[src/rtl/step_limiter_pkg.sv]
// Shared definitions for the step window limiter.
//   MODE_BITS            : width of the mode select
//   MODE_FREE/LIMIT/POST : mode select encodings (3 is reserved and behaves as FREE)
//   state_e              : limiter FSM state encoding
//   norm_mode()          : folds the reserved mode onto FREE
package step_limiter_pkg;

  localparam int MODE_BITS = 2;

  localparam logic [MODE_BITS-1:0] MODE_FREE  = 2'd0;
  localparam logic [MODE_BITS-1:0] MODE_LIMIT = 2'd1;
  localparam logic [MODE_BITS-1:0] MODE_POST  = 2'd2;

  typedef enum logic [1:0] {
    ST_IDLE      = 2'd0,
    ST_WAIT_TRIG = 2'd1,
    ST_COUNT     = 2'd2,
    ST_STOPPED   = 2'd3
  } state_e;

  function automatic logic [MODE_BITS-1:0] norm_mode(input logic [MODE_BITS-1:0] m);
    return (m == 2'd3) ? MODE_FREE : m;
  endfunction

endpackage

[src/rtl/lim_edge_det.sv]
// Level register with rise/fall pulse outputs.
//   clk    : clock
//   rst    : asynchronous active-high reset (registered level clears to 0)
//   d      : level input
//   q      : d delayed by one clock
//   rise   : d & ~q (first cycle the level is high)
//   fall   : ~d & q (first cycle the level is low)
module lim_edge_det (
  input  logic clk,
  input  logic rst,
  input  logic d,
  output logic q,
  output logic rise,
  output logic fall
);

  always_ff @(posedge clk or posedge rst) begin
    if (rst) q <= 1'b0;
    else     q <= d;
  end

  assign rise = d & ~q;
  assign fall = ~d & q;

endmodule

[src/rtl/step_window_limiter.sv]
// Step window limiter: counts capture step strobes during a run and raises
// o_stop once the programmed number of steps has been seen.
//   i_clk, i_rst  : clock, asynchronous active-high reset
//   i_run         : run level (low aborts to IDLE and clears everything)
//   i_step        : one-cycle step strobe
//   i_trigger     : starts counting in POST mode
//   i_rearm       : restarts counting from STOPPED
//   i_mode        : FREE / LIMIT / POST (3 behaves as FREE), latched at run start
//   i_limit       : step limit N, latched at run start
//   o_stop        : limit reached, capture must halt
//   o_done        : one-cycle pulse on the cycle o_stop rises
//   o_triggered   : counting has started in this session
//   o_count       : steps counted in the current window
//   o_ovf         : sticky FREE-mode saturation flag
module step_window_limiter
  import step_limiter_pkg::*;
#(
  parameter int COUNT_W = 32,
  parameter int MODE_W  = 2
) (
  input  logic               i_clk,
  input  logic               i_rst,
  input  logic               i_run,
  input  logic               i_step,
  input  logic               i_trigger,
  input  logic               i_rearm,
  input  logic [MODE_W-1:0]  i_mode,
  input  logic [COUNT_W-1:0] i_limit,
  output logic               o_stop,
  output logic               o_done,
  output logic               o_triggered,
  output logic [COUNT_W-1:0] o_count,
  output logic               o_ovf
);

  state_e               state_q, state_d;
  logic [COUNT_W-1:0]   count_q, count_d;
  logic [COUNT_W-1:0]   limit_q, limit_d;
  logic [MODE_BITS-1:0] mode_q, mode_d;
  logic                 stop_q, stop_d;
  logic                 done_q, done_d;
  logic                 trig_q, trig_d;
  logic                 ovf_q, ovf_d;

  logic run_q, run_start, unused_run_fall;

  lim_edge_det u_run_edge (
    .clk  (i_clk),
    .rst  (i_rst),
    .d    (i_run),
    .q    (run_q),
    .rise (run_start),
    .fall (unused_run_fall)
  );

  logic [COUNT_W-1:0] count_inc;
  logic               limit_hit;

  // Full-width compare: a limit of all-ones is reached without wrapping.
  assign count_inc = count_q + 1'b1;
  assign limit_hit = (count_inc == limit_q);

  always_comb begin
    state_d = state_q;
    count_d = count_q;
    limit_d = limit_q;
    mode_d  = mode_q;
    stop_d  = stop_q;
    done_d  = 1'b0;
    trig_d  = trig_q;
    ovf_d   = ovf_q;

    if (!i_run) begin
      // Abort has top priority and drops any step in flight.
      state_d = ST_IDLE;
      count_d = '0;
      stop_d  = 1'b0;
      trig_d  = 1'b0;
      ovf_d   = 1'b0;
    end else begin
      unique case (state_q)
        ST_IDLE: begin
          if (run_start) begin
            limit_d = i_limit;
            mode_d  = norm_mode(i_mode);
            if (norm_mode(i_mode) == MODE_LIMIT && i_limit == '0) begin
              state_d = ST_STOPPED;
              stop_d  = 1'b1;
              done_d  = 1'b1;
            end else if (norm_mode(i_mode) == MODE_POST) begin
              state_d = ST_WAIT_TRIG;
            end else begin
              state_d = ST_COUNT;
              trig_d  = 1'b1;
            end
          end
        end
        ST_WAIT_TRIG: begin
          if (i_trigger) begin
            trig_d = 1'b1;
            if (limit_q == '0) begin
              state_d = ST_STOPPED;
              stop_d  = 1'b1;
              done_d  = 1'b1;
            end else begin
              state_d = ST_COUNT;
              // count_q is zero here, so a same-cycle step lands as 1.
              if (i_step) begin
                count_d = count_inc;
                if (limit_hit) begin
                  state_d = ST_STOPPED;
                  stop_d  = 1'b1;
                  done_d  = 1'b1;
                end
              end
            end
          end
        end
        ST_COUNT: begin
          if (i_step) begin
            if (mode_q == MODE_FREE) begin
              if (&count_q) ovf_d = 1'b1;
              else          count_d = count_inc;
            end else begin
              count_d = count_inc;
              if (limit_hit) begin
                state_d = ST_STOPPED;
                stop_d  = 1'b1;
                done_d  = 1'b1;
              end
            end
          end
        end
        ST_STOPPED: begin
          if (i_rearm) begin
            count_d = '0;
            stop_d  = 1'b0;
            if (mode_q == MODE_POST) begin
              state_d = ST_WAIT_TRIG;
              trig_d  = 1'b0;
            end else begin
              state_d = ST_COUNT;
            end
          end
        end
        default: state_d = ST_IDLE;
      endcase
    end
  end

  always_ff @(posedge i_clk or posedge i_rst) begin
    if (i_rst) begin
      state_q <= ST_IDLE;
      count_q <= '0;
      limit_q <= '0;
      mode_q  <= MODE_FREE;
      stop_q  <= 1'b0;
      done_q  <= 1'b0;
      trig_q  <= 1'b0;
      ovf_q   <= 1'b0;
    end else begin
      state_q <= state_d;
      count_q <= count_d;
      limit_q <= limit_d;
      mode_q  <= mode_d;
      stop_q  <= stop_d;
      done_q  <= done_d;
      trig_q  <= trig_d;
      ovf_q   <= ovf_d;
    end
  end

  assign o_stop      = stop_q;
  assign o_done      = done_q;
  assign o_triggered = trig_q;
  assign o_count     = count_q;
  assign o_ovf       = ovf_q;

endmodule

[config.mk]
export PLATFORM = sky130hd
export DESIGN_NAME = step_window_limiter
export DESIGN_NICKNAME = d
export VERILOG_FILES = /design/src/rtl/step_limiter_pkg.sv /design/src/rtl/lim_edge_det.sv /design/src/rtl/step_window_limiter.sv
export SDC_FILE = /design/constraint.sdc
export NUM_CORES = 1
export LEC_CHECK = 0
export ABC_AREA = 1
export ABC_CLOCK_PERIOD_IN_PS = 2900
export CAP_MARGIN = 20
export CORE_MARGIN = 5
export CORE_UTILIZATION = 51
export CTS_BUF_LIST = sky130_fd_sc_hd__clkbuf_8
export DETAILED_ROUTE_END_ITERATION = 6
export GPL_TIMING_DRIVEN = 0
export PLACE_DENSITY = 0.79
export SKIP_CTS_REPAIR_TIMING = 1
export SLEW_MARGIN = 30
export SYNTH_ARGS = -nofsm -noshare
export SYNTH_HDL_FRONTEND = slang
export SYNTH_SLANG_ARGS = --single-unit
[constraint.sdc]
create_clock -name i_clk -period 2.9 [get_ports i_clk]
set_input_delay 0.87 -clock i_clk [delete_from_list [all_inputs] [get_ports i_clk]]
set_output_delay 0.87 -clock i_clk [all_outputs]
set_load 0.1 [all_outputs]
==> flow_summary.ini <==
[outcome]
status = complete, no violations

[synthesis]
syn_inst = 772
seq_area_frac_synth_pct = 35.6
yosysUniqueCellTypes = 34
yosys_warnings = 0
yosys-top-cells-area = dfrtp_1, nand2_1, nand3_1, inv_1, nor2_1
avgSynthCellArea_um2 = 6.65
synth_top_area_share_pct = 35.6
yosys.area.top_type = dfrtp_1
syn-num-nets = 817
syn_area_um2 = 5140
yosys_register_bits = 73

[pwr]
peakVddDrop_mv = 0.559
power_mw = 4.59
p_switching_mw = 2.17
intPower_mw = 2.42
clkPwrFrac_pct = 19.1
power_frac_seq_pct = 34.9
p_leak_nw = 3.17
combPwrFrac_pct = 45.9
swShare_pct = 47.3
powerDensity_nw_per_um2 = 718

[clock_tree]
cts.clk_slew.worst_paths_ns = 0.08
clock-sinks = 73
cts_tree = yes
cts_buffer_depth = 2
clk_latency_ns = 0.39
clock-root-buffer = clkbuf_8
cts_buffers = 9
htreeDepth = 3

[route]
ant_nets = 0
wl_um = 17700
vias = 5584
drt-pass1-iter-count = 5
drc = 0
wl_per_cell_um = 17.7
via_per_inst = 5.58
dr.first_iter.drc_count = 501

[setup_path]
r2r_slack_ns = 0.22
max_stage_delay_ns = 1.17
path_class = flip-flop to output pin
worst-path-max-fanout = 5
slowest_stage = clkdlybuf4s50_1
path_cells = clkdlybuf4s50_1
worst-path-buf-inv = 1
crit_arrival_ns = 2.00
setup.worst_path.start_class = flip-flop
cp.required_ns = 2.03
critPathCaptureType = output pin
path_delay_family = buffers and inverters

[global_route]
grt_max_degree = 45
grt_pass1_wl_um = 27900
track_usage_pct = 30.7
gr-total-overflow = 0
antenna_found_initial = 0
grt_pass1_vias = 5401

[layout]
area.growth.synth_to_final_pct = 24.5
drive_above_1_share_pct = 6.68
num_antenna_cells = 0
stdcell_area_um2 = 6390
nFillCells = 963
nets = 908
post-route-util_pct = 65.1

[sta]
max_freq_ghz = 0.349
layout_setup_ws_ns = 0.0308
hold_viol_final = 0
min_period_ns = 2.87
setup_viol = 0
min_period_over_period_pct = 98.9
slew_headroom_pct = 34.2
finClkSkew_ns = 0.0141
fin_tns_setup_ns = 0
tightest_slew_ns = 0.984
drv_slew = 0

[floorplan]
core_um2 = 9820
fp.dieH_um = 110
ios = 76
fp.dieArea_um2 = 12200
start_util_pct = 52.3
rows = 36
die_w_um = 110

[placed_design]
gp_congestion = 0.979
dp_slack_ns = -0.821
placed_cell_area_um2 = 6080
port_buffers = 75
place_hpwl_um = 14100

[flow_run]
cap_violations = 0

[hold_path]
min_path_type = flip-flop to flip-flop
-- flip-flops by register name, indices dropped and copies added (netlist names) --
signal        flops
limit_q          32
mode_q            2
o_count          32
o_done            1
o_ovf             1
o_stop            1
o_triggered       1
state_q           2
u_run_edge.q      1
-- per-stage QoR --
stage | hold slack [ns] | instances
6_report | 0.518 | 1001
5_1_grt | 0.554 | 1001
4_1_cts | 0.518 | 997
3_5_place_dp | 0.499 | 981
3_3_place_gp | 0.494 | 980
2_1_floorplan | 0.465 | 772
-- tightest hold or removal path, stage by stage (launching register included) --
cell	delay, ns
dfrtp_1	0.38
nand2_1	0.06
nand2_1	0.05
-- cells by family after synthesis --
family / share of synthesized area (%)
simple gates: 44.1
buf+inv: 8.06
compound gates: 8.87
flops: 35.6
xor+xnor: 2.17
fa+ha+maj: 1.22
-- per-layer routing --
| layer | global-route usage (%) | share of wire (%) |
|---|---|---|
| met2 | 48.4 | 45 |
| met3 | 6.52 | 8.7 |
| met5 | 0 | 0 |
| met1 | 41.6 | 43 |
| met4 | 11.8 | 3.1 |
-- power groups by stage --
stage          registers (mW)  logic, mW  clock network (mW)
5_1_grt                  1.63       2.30               0.919
2_1_floorplan            1.67       1.19                   0
6_report                 1.60       2.11               0.878
4_1_cts                  1.59       1.98               0.884
3_3_place_gp             1.60       1.95                   0
3_5_place_dp             1.61       1.97                   0
-- layout make-up --
class	count	area (um2)	area share, %
Sequential cell	73	1830	28.6
Buffer	16	67.6	1.06
Clock inverter	6	72.6	1.13
Tap cell	133	166	2.60
Timing Repair Buffer	80	861	13.5
Clock buffer	10	138	2.15
Multi-Input combinational cell	589	2910	45.5
Inverter	94	355	5.56
-- worst paths after layout --
| path | cells after the start | start | endpoint |
|---|---|---|---|
| worst max-delay path | 1 | o_count[30]$_DFFE_PP0P_ | o_count[30] |
| worst min-delay path | 2 | mode_q[0]$_DFFE_PP0P_ | mode_q[0]$_DFFE_PP0P_ |
| worst max register to register | 11 | o_count[1]$_DFFE_PP0P_ | o_count[22]$_DFFE_PP0P_ |
| worst min register to register | 2 | mode_q[0]$_DFFE_PP0P_ | mode_q[0]$_DFFE_PP0P_ |
| max in group asynchronous | 3 | i_rst | o_count[29]$_DFFE_PP0P_ |
| min in group asynchronous | 2 | i_rst | limit_q[27]$_DFFE_PP0P_ |
-- synthesized netlist by cell type --
cell / number
clkinv_1: 3
o21ai_0: 63
nand3b_1: 8
dfrtp_1: 73
nor2_4: 5
nand3_2: 1
nor2_2: 7
nor2_8: 4
buf_1: 3
xor2_1: 5
and3_1: 1
and2_1: 1
nand4_1: 27
nor2_1: 86
nor3b_1: 1
nor4_1: 17
a21oi_2: 1
a2111oi_4: 1
clkbuf_1: 12
nand2_1: 245
a21oi_1: 9
inv_1: 91
ha_1: 5
xnor3_1: 3
o21ai_1: 6
nor3_1: 4
o22ai_1: 2
o21bai_1: 1
nand3_1: 76
o311ai_0: 1
buf_2: 1
nor4_2: 1
nand2_2: 5
nand2_4: 3
-- placed cells by master, fill, tap and decap left out, drive strengths merged --
master | netlist | routed
a2111oi | 1 | 1
a21oi | 10 | 10
and2 | 1 | 1
and3 | 1 | 1
buf | 4 | 10
bufinv | 0 | 1
clkbuf | 12 | 21
clkdlybuf4s50 | 0 | 59
clkinv | 3 | 4
clkinvlp | 0 | 1
dfrtp | 73 | 73
dlymetal6s2s | 0 | 16
ha | 5 | 5
inv | 91 | 94
nand2 | 253 | 253
nand3 | 77 | 77
nand3b | 8 | 8
nand4 | 27 | 27
nor2 | 102 | 102
nor3 | 4 | 4
nor3b | 1 | 1
nor4 | 18 | 18
o21ai | 69 | 69
o21bai | 1 | 1
o22ai | 2 | 2
o311ai | 1 | 1
xnor3 | 3 | 3
xor2 | 5 | 5
(Power assumes the default switching activity.)
